<file path="src/rtl/int_exec_pkg.sv">
// Shared definitions for the integer execution slice: widths, opcode map and
// the result-buffer entry layout.
package int_exec_pkg;

  localparam int TAG_W  = 6;
  localparam int DATA_W = 32;
  localparam int OPC_W  = 5;

  localparam logic [OPC_W-1:0] OP_ADD  = 5'd0;
  localparam logic [OPC_W-1:0] OP_SUB  = 5'd1;
  localparam logic [OPC_W-1:0] OP_SLL  = 5'd2;
  localparam logic [OPC_W-1:0] OP_SLT  = 5'd3;
  localparam logic [OPC_W-1:0] OP_SLTU = 5'd4;
  localparam logic [OPC_W-1:0] OP_XOR  = 5'd5;
  localparam logic [OPC_W-1:0] OP_SRL  = 5'd6;
  localparam logic [OPC_W-1:0] OP_SRA  = 5'd7;
  localparam logic [OPC_W-1:0] OP_OR   = 5'd8;
  localparam logic [OPC_W-1:0] OP_AND  = 5'd9;
  localparam logic [OPC_W-1:0] OP_MUL  = 5'd10;

  typedef struct packed {
    logic [TAG_W-1:0]  tag;
    logic [DATA_W-1:0] data;
  } result_entry_t;

  typedef enum logic {
    ST_IDLE,
    ST_MUL_BUSY
  } exec_state_e;

endpackage

</file>
<file path="src/rtl/int_alu.sv">
// Combinational 32-bit integer ALU for opcodes 0..9. Any other opcode
// (including MUL, which is handled by the caller) yields zero.
module int_alu
  import int_exec_pkg::*;
(
  input  logic [OPC_W-1:0]  opcode,
  input  logic [DATA_W-1:0] rs1_data,
  input  logic [DATA_W-1:0] rs2_data,
  output logic [DATA_W-1:0] result
);

  logic [4:0] shamt;
  assign shamt = rs2_data[4:0];

  always_comb begin
    result = '0;
    case (opcode)
      OP_ADD:  result = rs1_data + rs2_data;
      OP_SUB:  result = rs1_data - rs2_data;
      OP_SLL:  result = rs1_data << shamt;
      OP_SLT:  result = {{(DATA_W-1){1'b0}}, ($signed(rs1_data) < $signed(rs2_data))};
      OP_SLTU: result = {{(DATA_W-1){1'b0}}, (rs1_data < rs2_data)};
      OP_XOR:  result = rs1_data ^ rs2_data;
      OP_SRL:  result = rs1_data >> shamt;
      OP_SRA:  result = $unsigned($signed(rs1_data) >>> shamt);
      OP_OR:   result = rs1_data | rs2_data;
      OP_AND:  result = rs1_data & rs2_data;
      default: result = '0;
    endcase
  end

endmodule

</file>
<file path="src/rtl/int_exec_issue_unit.sv">
// Integer execution unit: accepts the ready reservation-station head, runs a
// single-cycle ALU op or fixed-latency MUL, and drains results to the CDB in order.
module int_exec_issue_unit
  import int_exec_pkg::*;
#(
  parameter int MUL_LAT    = 3,
  parameter int RBUF_DEPTH = 2
) (
  input  logic              clk,
  input  logic              reset,
  input  logic              issueque_ready,
  input  logic [DATA_W-1:0] issueque_rs1_data,
  input  logic [DATA_W-1:0] issueque_rs2_data,
  input  logic [TAG_W-1:0]  issueque_rd_tag,
  input  logic [OPC_W-1:0]  issueque_opcode,
  output logic              issueblk_done,
  output logic              cdb_req,
  input  logic              cdb_grant,
  output logic [TAG_W-1:0]  cdb_tag,
  output logic [DATA_W-1:0] cdb_data,
  output logic              unit_busy
);

  localparam int CNT_W = $clog2(MUL_LAT);

  exec_state_e   state_reg;
  logic [CNT_W-1:0] mul_cnt_reg;
  result_entry_t mul_entry_reg;
  result_entry_t rbuf_mem [RBUF_DEPTH];
  logic          rd_ptr_reg;
  logic          wr_ptr_reg;
  logic [1:0]    count_reg;

  logic [DATA_W-1:0] alu_result;
  logic [DATA_W-1:0] mul_product;
  logic [2:0]        slots_used;
  logic              mul_in_flight;
  logic              pop;
  logic              has_slot;
  logic              is_mul;
  logic              accept_mul;
  logic              accept_alu;
  logic              mul_done;
  logic              push;
  result_entry_t     push_entry;
  result_entry_t     head_entry;

  int_alu u_alu (
    .opcode   (issueque_opcode),
    .rs1_data (issueque_rs1_data),
    .rs2_data (issueque_rs2_data),
    .result   (alu_result)
  );

  assign mul_product   = issueque_rs1_data * issueque_rs2_data;
  assign mul_in_flight = (state_reg == ST_MUL_BUSY);
  assign cdb_req       = (count_reg != 2'd0);
  assign pop           = cdb_req & cdb_grant;

  // An in-flight MUL holds a reserved slot so its completion can never stall.
  assign slots_used = {1'b0, count_reg} + {2'b00, mul_in_flight};
  assign has_slot   = (slots_used < 3'(RBUF_DEPTH)) | pop;

  assign issueblk_done = issueque_ready & ~reset & (state_reg == ST_IDLE) & has_slot;
  assign is_mul        = (issueque_opcode == OP_MUL);
  assign accept_mul    = issueblk_done & is_mul;
  assign accept_alu    = issueblk_done & ~is_mul;
  assign mul_done      = mul_in_flight & (mul_cnt_reg == '0);
  assign push          = accept_alu | mul_done;

  always_comb begin
    push_entry      = mul_entry_reg;
    if (!mul_done) begin
      push_entry.tag  = issueque_rd_tag;
      push_entry.data = alu_result;
    end
  end

  assign head_entry = rbuf_mem[rd_ptr_reg];
  assign cdb_tag    = head_entry.tag;
  assign cdb_data   = head_entry.data;
  assign unit_busy  = mul_in_flight;

  always_ff @(posedge clk or posedge reset) begin
    if (reset) begin
      state_reg     <= ST_IDLE;
      mul_cnt_reg   <= '0;
      mul_entry_reg <= '0;
      rd_ptr_reg    <= 1'b0;
      wr_ptr_reg    <= 1'b0;
      count_reg     <= 2'd0;
      for (int i = 0; i < RBUF_DEPTH; i++) begin
        rbuf_mem[i] <= '0;
      end
    end else begin
      case (state_reg)
        ST_IDLE: begin
          if (accept_mul) begin
            state_reg          <= ST_MUL_BUSY;
            mul_cnt_reg        <= CNT_W'(MUL_LAT - 1);
            mul_entry_reg.tag  <= issueque_rd_tag;
            mul_entry_reg.data <= mul_product;
          end
        end
        ST_MUL_BUSY: begin
          if (mul_cnt_reg == '0) begin
            state_reg <= ST_IDLE;
          end else begin
            mul_cnt_reg <= mul_cnt_reg - 1'b1;
          end
        end
        default: state_reg <= ST_IDLE;
      endcase

      if (push) begin
        rbuf_mem[wr_ptr_reg] <= push_entry;
        wr_ptr_reg           <= ~wr_ptr_reg;
      end
      if (pop) begin
        rd_ptr_reg <= ~rd_ptr_reg;
      end
      // Push and pop together leave the occupancy unchanged.
      case ({push, pop})
        2'b10:   count_reg <= count_reg + 2'd1;
        2'b01:   count_reg <= count_reg - 2'd1;
        default: count_reg <= count_reg;
      endcase
    end
  end

endmodule
</file>
<file path="config.mk">
export PLATFORM = sky130hd
export DESIGN_NAME = int_exec_issue_unit
export DESIGN_NICKNAME = d
export VERILOG_FILES = /design/src/rtl/int_exec_pkg.sv /design/src/rtl/int_alu.sv /design/src/rtl/int_exec_issue_unit.sv
export SDC_FILE = /design/constraint.sdc
export NUM_CORES = 2
export LEC_CHECK = 0
export BUFFER_PORTS_ARGS = -buffer_cell sky130_fd_sc_hd__buf_2
export CORE_UTILIZATION = 50
export DETAILED_ROUTE_END_ITERATION = 10
export PLACE_DENSITY = 0.67
export SLEW_MARGIN = 20
export SYNTH_ARGS = -nofsm -noshare
export SYNTH_HDL_FRONTEND = slang
export SYNTH_HIERARCHICAL = 1
export SYNTH_SLANG_ARGS = --single-unit
</file>
<file path="constraint.sdc">
create_clock -name clk -period 5.5 [get_ports clk]
set_input_delay 0.55 -clock clk [delete_from_list [all_inputs] [get_ports clk]]
set_output_delay 0.55 -clock clk [all_outputs]
set_load 0.01 [all_outputs]
</file>
# [Yosys cells after proc, flatten, opt, wreduce, memory -nomap -nowiden]
# Cells that the tools add are included.
[word_totals] inputBits=79 regBits=121 elab_cells=82 out_inout_bits=41
[op_classes] mux=15 order_cmp=6 n_eq_ne=14 n_reduce_logical=7 bitwise=19 addsub=6 shifts=3 mul=1
[ops] cell="32-bit one-hot mux with 10 select lines" count=1
[ops] cell="38-bit two-way mux" count=5
[ops] cell="76-bit bitwise mux" count=1
[ops] cell="32-bit less-than comparator" count=2
[ops] cell="38-bit demux with 1-bit select" count=1
[ops] cell="32-bit adder" count=1
[ops] cell="32-bit AND" count=1
[ops] cell="32-bit by 32-bit multiplier with 32-bit output" count=1
[ops] cell="32-bit bitwise OR" count=1
[ops] cell="32-bit by 5-bit left shift with 32-bit output" count=1
[ops] cell="32-bit by 5-bit >> shifter with 32-bit output" count=1
[ops] cell="32-bit by 5-bit >>> shifter with 32-bit output" count=1
[ops] cell="32-bit subtractor" count=1
[ops] cell="32-bit bitwise XOR" count=1
[ops] cell="5-bit by 3-bit equality test with 1-bit output (second input constant)" count=4
[ops] cell="5-bit by 4-bit equality test with 1-bit output (second input constant)" count=3
[ops] cell="5-bit by 2-bit equality test with 1-bit output (second input constant)" count=2
[ops] cell="2-bit one-hot mux with 2 select lines" count=2
[ops] cell="1-bit AND" count=7
[ops] cell="5-bit by 1-bit equality test with 1-bit output (second input constant)" count=1
[ops] cell="5-bit zero test" count=1
[ops] cell="1-bit inverter" count=5
[ops] cell="2-bit greater-or-equal comparator (second input constant)" count=2
[ops] cell="2-bit two-way mux" count=2
[ops] cell="16 further kinds" count=23

# [Logic depth before layout (Yosys ltp)]
[logic_depth] depth_word=8 depth_mapped=28 ltp_nobuf=26

# [Modules after synthesis]
# The synthesis kept the hierarchy.
[by_module_without_submodules] mod="int_exec_issue_unit" instances=1 area_each_um2=20827.5 cells_each=2196 seq_area_each_um2=3027.9
[by_module_without_submodules] mod="int_alu" instances=1 area_each_um2=8750.9 cells_each=1306 seq_area_each_um2=0.0

# [Worst setup path after synthesis]
# Ideal clock, no wire load.
[synth_path] kind="input -> register" from="in issueque_rs2_data[3]" to="reg mul_entry_reg[31] (netlist bit)" arrival_time_ns=7.301 required_ns=5.379 stages=26 n_path_buf=2 setup_slack_ns=-1.922 setup_time_ns=0.121 cell_sequence="clkbuf_1 clkbuf_1 and2_1 fa_1 inv_1 fa_1 fa_1 fa_1 inv_1 fa_1 inv_1 fa_1 inv_1 fa_1 fa_1 ha_1 a21o_1 a21o_1 o31a_1 o221ai_2 a221oi_2 o31a_1 or4_1 a31oi_1 xnor2_1 o21ai_1"
[synth_between] elab_chain_len=1
[synth_lines] item="start, declared" line="int_exec_issue_unit.sv:13" rtl="input logic [DATA_W-1:0] issueque_rs2_data,"
[synth_lines] item="32-bit by 32-bit multiplier with 32-bit output" line="int_exec_issue_unit.sv:55" rtl="assign mul_product = issueque_rs1_data * issueque_rs2_data;"
[synth_lines] item="end, declared" line="int_exec_issue_unit.sv:28" rtl="result_entry_t mul_entry_reg;"
# No other way between the ends.
# A chain may end at the register's enable or synchronous reset.

# [Worst setup path in the final report]
[layout_path] from="in issueque_rs2_data[5]" to="reg mul_entry_reg[31] (netlist bit)"
# Same word-level chain as after synthesis.

==> run summary <==
========================================================================================
Result of the run ......................................................... complete, but fails checks
Violated checks ........................................................... setup timing
Core Area .................................................................   0.0580 mm²
Largest area contributor in the netlist ...................................         fa_1
Most frequent standard cell in the layout excluding fill and tap cells ....        inv_1
Total GRT Usage ...........................................................        0.354
Remaining DRCs ............................................................            0
Worst setup path endpoint ................................................. mul_entry_reg[31]$_DFFE_PP0P_
M1 wire length ............................................................     44000 µm
Cell at the root of the clock tree ........................................    clkbuf_16
Antenna-violating nets left ...............................................            0
Commonest register cell after synthesis ...................................      dfrtp_1
Number of flip-flops in the largest register ..............................           76
Die extent in x ...........................................................       245 µm
Mapped Avg Cell Area ......................................................     8.45 µm²
Worst setup path class ....................................................       in2reg
Number of distinct library cells after synthesis ..........................           84
Post-Syn Nets .............................................................         4215
Buffer depth of the longest clock path ....................................            2
Count of state elements after synthesis ...................................          121
Fraction of post-synthesis cell area in the top cell type by area .........        0.277
Clock-pin slew on the worst setup and hold paths ..........................      0.07 ns
Fill cells ................................................................         5305
Maximum clock rate ........................................................    0.141 GHz
Portion of the clock cycle consumed by the worst path in the final layout .         1.29
Synth top area cells ...................................................... fa_1, dfrtp_1, ha_1, and2_1, inv_1
Share of synthesized area occupied by flip-flops and latches ..............        0.102
Synth warn ................................................................            6
Critical Path Fanout Max ..................................................            5
Number of placed I/O pins .................................................          120
R2r endpoint .............................................................. rbuf_mem[15]$_DFFE_PP0P_
Highest layer used for signal routing .....................................         met5
Period minus WS final .....................................................      7.08 ns
CP Data Required Time .....................................................      5.80 ns
First-pass GRT wire length ................................................    161000 µm
Deepest level of the CTS H-tree ...........................................            4
GRT Residual Overflow .....................................................            0
Count of hold-fix buffers inserted at cts .................................            0
Slew Limit Headroom .......................................................        0.394
Reg-to-reg startpoint ..................................................... count_reg[1]$_DFFE_PP0P_
Synth-to-Final Area Change ................................................        15.3%
Average wire length per cell after detail routing .........................      23.5 µm
Estimated wirelength of the detail-placed design ..........................     86100 µm
Reg2reg setup slack .......................................................      2.67 ns
Non-filler cells, final ...................................................         4527
Number of buffers added by the clock tree synthesis step ..................           17
Top library cells by usage in the layout, fill and taps aside ............. inv_1, nand2_1, fa_1
Drt first-iter violations .................................................         2786
RSZ-0062 raised after global routing ......................................          yes
Routed length on met3 .....................................................     10500 µm
Y dimension of the die ....................................................       245 µm
Worst setup slack after layout ............................................     -1.58 ns
Standard-cell rows ........................................................           88
Worst Clk Skew ............................................................    0.0135 ns
Setup violations, final ...................................................           21
Clock tree from TritonCTS .................................................         done
Post-Route Setup TNS ......................................................    -20.25 ns
Startpoint class of the critical path .....................................   input port
Pin count of the biggest net entering global routing ......................           75
Net count reported at finish ..............................................         4460
Depth of the worst register-to-register path ..............................            8
Routed wire length on met2 ................................................     47600 µm
Die Footprint .............................................................   0.0601 mm²
Share of cells above drive strength 1 .....................................        0.186
Netlist area before placement .............................................   0.0296 mm²
Worst Hold Class ..........................................................     in2async
Number of clock sinks .....................................................          121
Final Util ................................................................        0.588
Async SR Flop Fraction ....................................................         1.00
Fin. Hold Viols ...........................................................            0
Transition time at the pin with the least slew margin .....................     0.909 ns
Post-Place Worst Slack ....................................................     -2.11 ns
Number of enable-type register cells in the synthesized netlist ...........            0
Number of port buffers ....................................................          119
Launching instance or port of the critical path ........................... issueque_rs2_data[5]
Number of instances in the synthesized netlist ............................         3502
Clock latency at the later pin of the worst-skew pair .....................      0.43 ns
Drt pass-1 iters ..........................................................            8
Routed via count divided by cell count ....................................         5.93
Number of antenna violations at the first check in global routing .........            7
Worst Setup End Kind ......................................................    flip-flop
Vias ......................................................................        26865
Final wirelength ..........................................................    106000 µm
DP Cell Count .............................................................         4480
Initial Utilization .......................................................        0.510
Global placer's final weighted congestion .................................         1.05
Final-report max-slew violation count .....................................            0
Count of maximum capacitance violations ...................................            0
Crit path arrival time ....................................................      7.39 ns
Number of global-route vias before repair .................................        26262
========================================================================================
[kinds of logic (layout without fill, tap and decap cells)]
family | Yosys count | count (layout) | share of synthesized area
other | 0 | 2 | 0
XOR/XNOR | 117 | 117 | 0.0346
flip-flops | 121 | 121 | 0.102
AO/OA/AOI/OAI | 654 | 654 | 0.141
multiplexers | 190 | 190 | 0.0826
buffers and inverters | 707 | 965 | 0.0924
AND/OR/NAND/NOR | 1079 | 1079 | 0.174
adder cells (fa/ha/maj) | 634 | 634 | 0.372
[how the worst min path moves through the flow]
stage,from,end,slack (ns),cells past startpoint
global route,issueque_rd_tag[3],mul_entry_reg[35]$_DFFE_PP0P_,0.37,2
CTS,reset,rbuf_mem[29]$_DFFE_PP0P_,0.36,2
floorplan,rbuf_mem[0]$_DFFE_PP0P_,rbuf_mem[0]$_DFFE_PP0P_,0.44,2
detailed placement,rbuf_mem[13]$_DFFE_PP0P_,rbuf_mem[13]$_DFFE_PP0P_,0.46,2
global placement,rbuf_mem[7]$_DFFE_PP0P_,rbuf_mem[7]$_DFFE_PP0P_,0.46,2
finish,reset,rbuf_mem[62]$_DFFE_PP0P_,0.32,2
[final cells by class]
cell class | count | area (µm²) | area share
Antenna cell | 2 | 5.00 | 0.000147
Clock buffer | 17 | 425 | 0.0125
Clock inverter | 15 | 153 | 0.00448
Inverter | 480 | 1800 | 0.0529
Multi-Input combinational cell | 2674 | 24400 | 0.715
Sequential cell | 121 | 3030 | 0.0888
Tap cell | 765 | 957 | 0.0281
Timing Repair Buffer | 453 | 3330 | 0.0978
[per-stage QoR]
step                      instance area (µm²)  hold slack, ns
after floorplan                         29800           0.444
after global placement                  32900           0.455
after detailed placement                32900           0.465
after CTS                               33900           0.364
after global routing                    34100           0.370
final                                   34100           0.324
[metal layers]
| metal | GRT usage | vias to the layer above |
|---|---|---|
| li1 | - | 11883 |
| met1 | 0.501 | 13282 |
| met2 | 0.547 | 1464 |
| met3 | 0.0558 | 230 |
| met4 | 0.127 | 6 |
| met5 | 0 | - |
[synthesized netlist by cell type (9+ instances only)]
master / instances
a211o_1: 12
nand2_1: 430
o31ai_1: 16
a22oi_1: 10
o211ai_1: 34
ha_1: 224
and2_1: 311
nand2b_1: 17
buf_1: 21
nand3_1: 16
inv_1: 477
mux2_2: 67
o21ai_0: 171
buf_4: 9
mux4_2: 34
dfrtp_1: 121
buf_2: 17
a221oi_1: 9
xor2_1: 30
nor2_1: 191
o21a_1: 10
mux2i_1: 87
fa_1: 410
nor3_1: 48
clkbuf_1: 177
o21bai_1: 17
a211oi_1: 27
nand4_1: 10
a21oi_1: 180
a22o_1: 21
xnor2_1: 87
nor2b_1: 9
a21o_1: 38
a31oi_1: 17
[worst max-delay path, cell delays in order]
cell and delay [ns]:
buf_2 0.15, and2_4 0.17, fa_1 0.46, fa_1 0.49
fa_1 0.53, inv_2 0.05, fa_1 0.53, inv_1 0.05
fa_1 0.49, inv_2 0.05, fa_1 0.52, inv_1 0.05
fa_1 0.47, fa_1 0.55, ha_4 0.21, a21o_1 0.15
a21o_1 0.20, o31a_1 0.30, o221ai_2 0.20, a221oi_2 0.11
o31a_1 0.27, or4_4 0.43, a31oi_4 0.21, xnor2_2 0.13
o21ai_1 0.07
[repair_timing]
action	in CTS	in global routing
pin swaps	59	28
endpoints found under the setup margin	22	23
gates resized for setup	84	37
buffers inserted	15	6
Power is left out: the tool's default activity adds up to more than one toggle a clock period on the data nets, which glitch-free logic cannot reach.
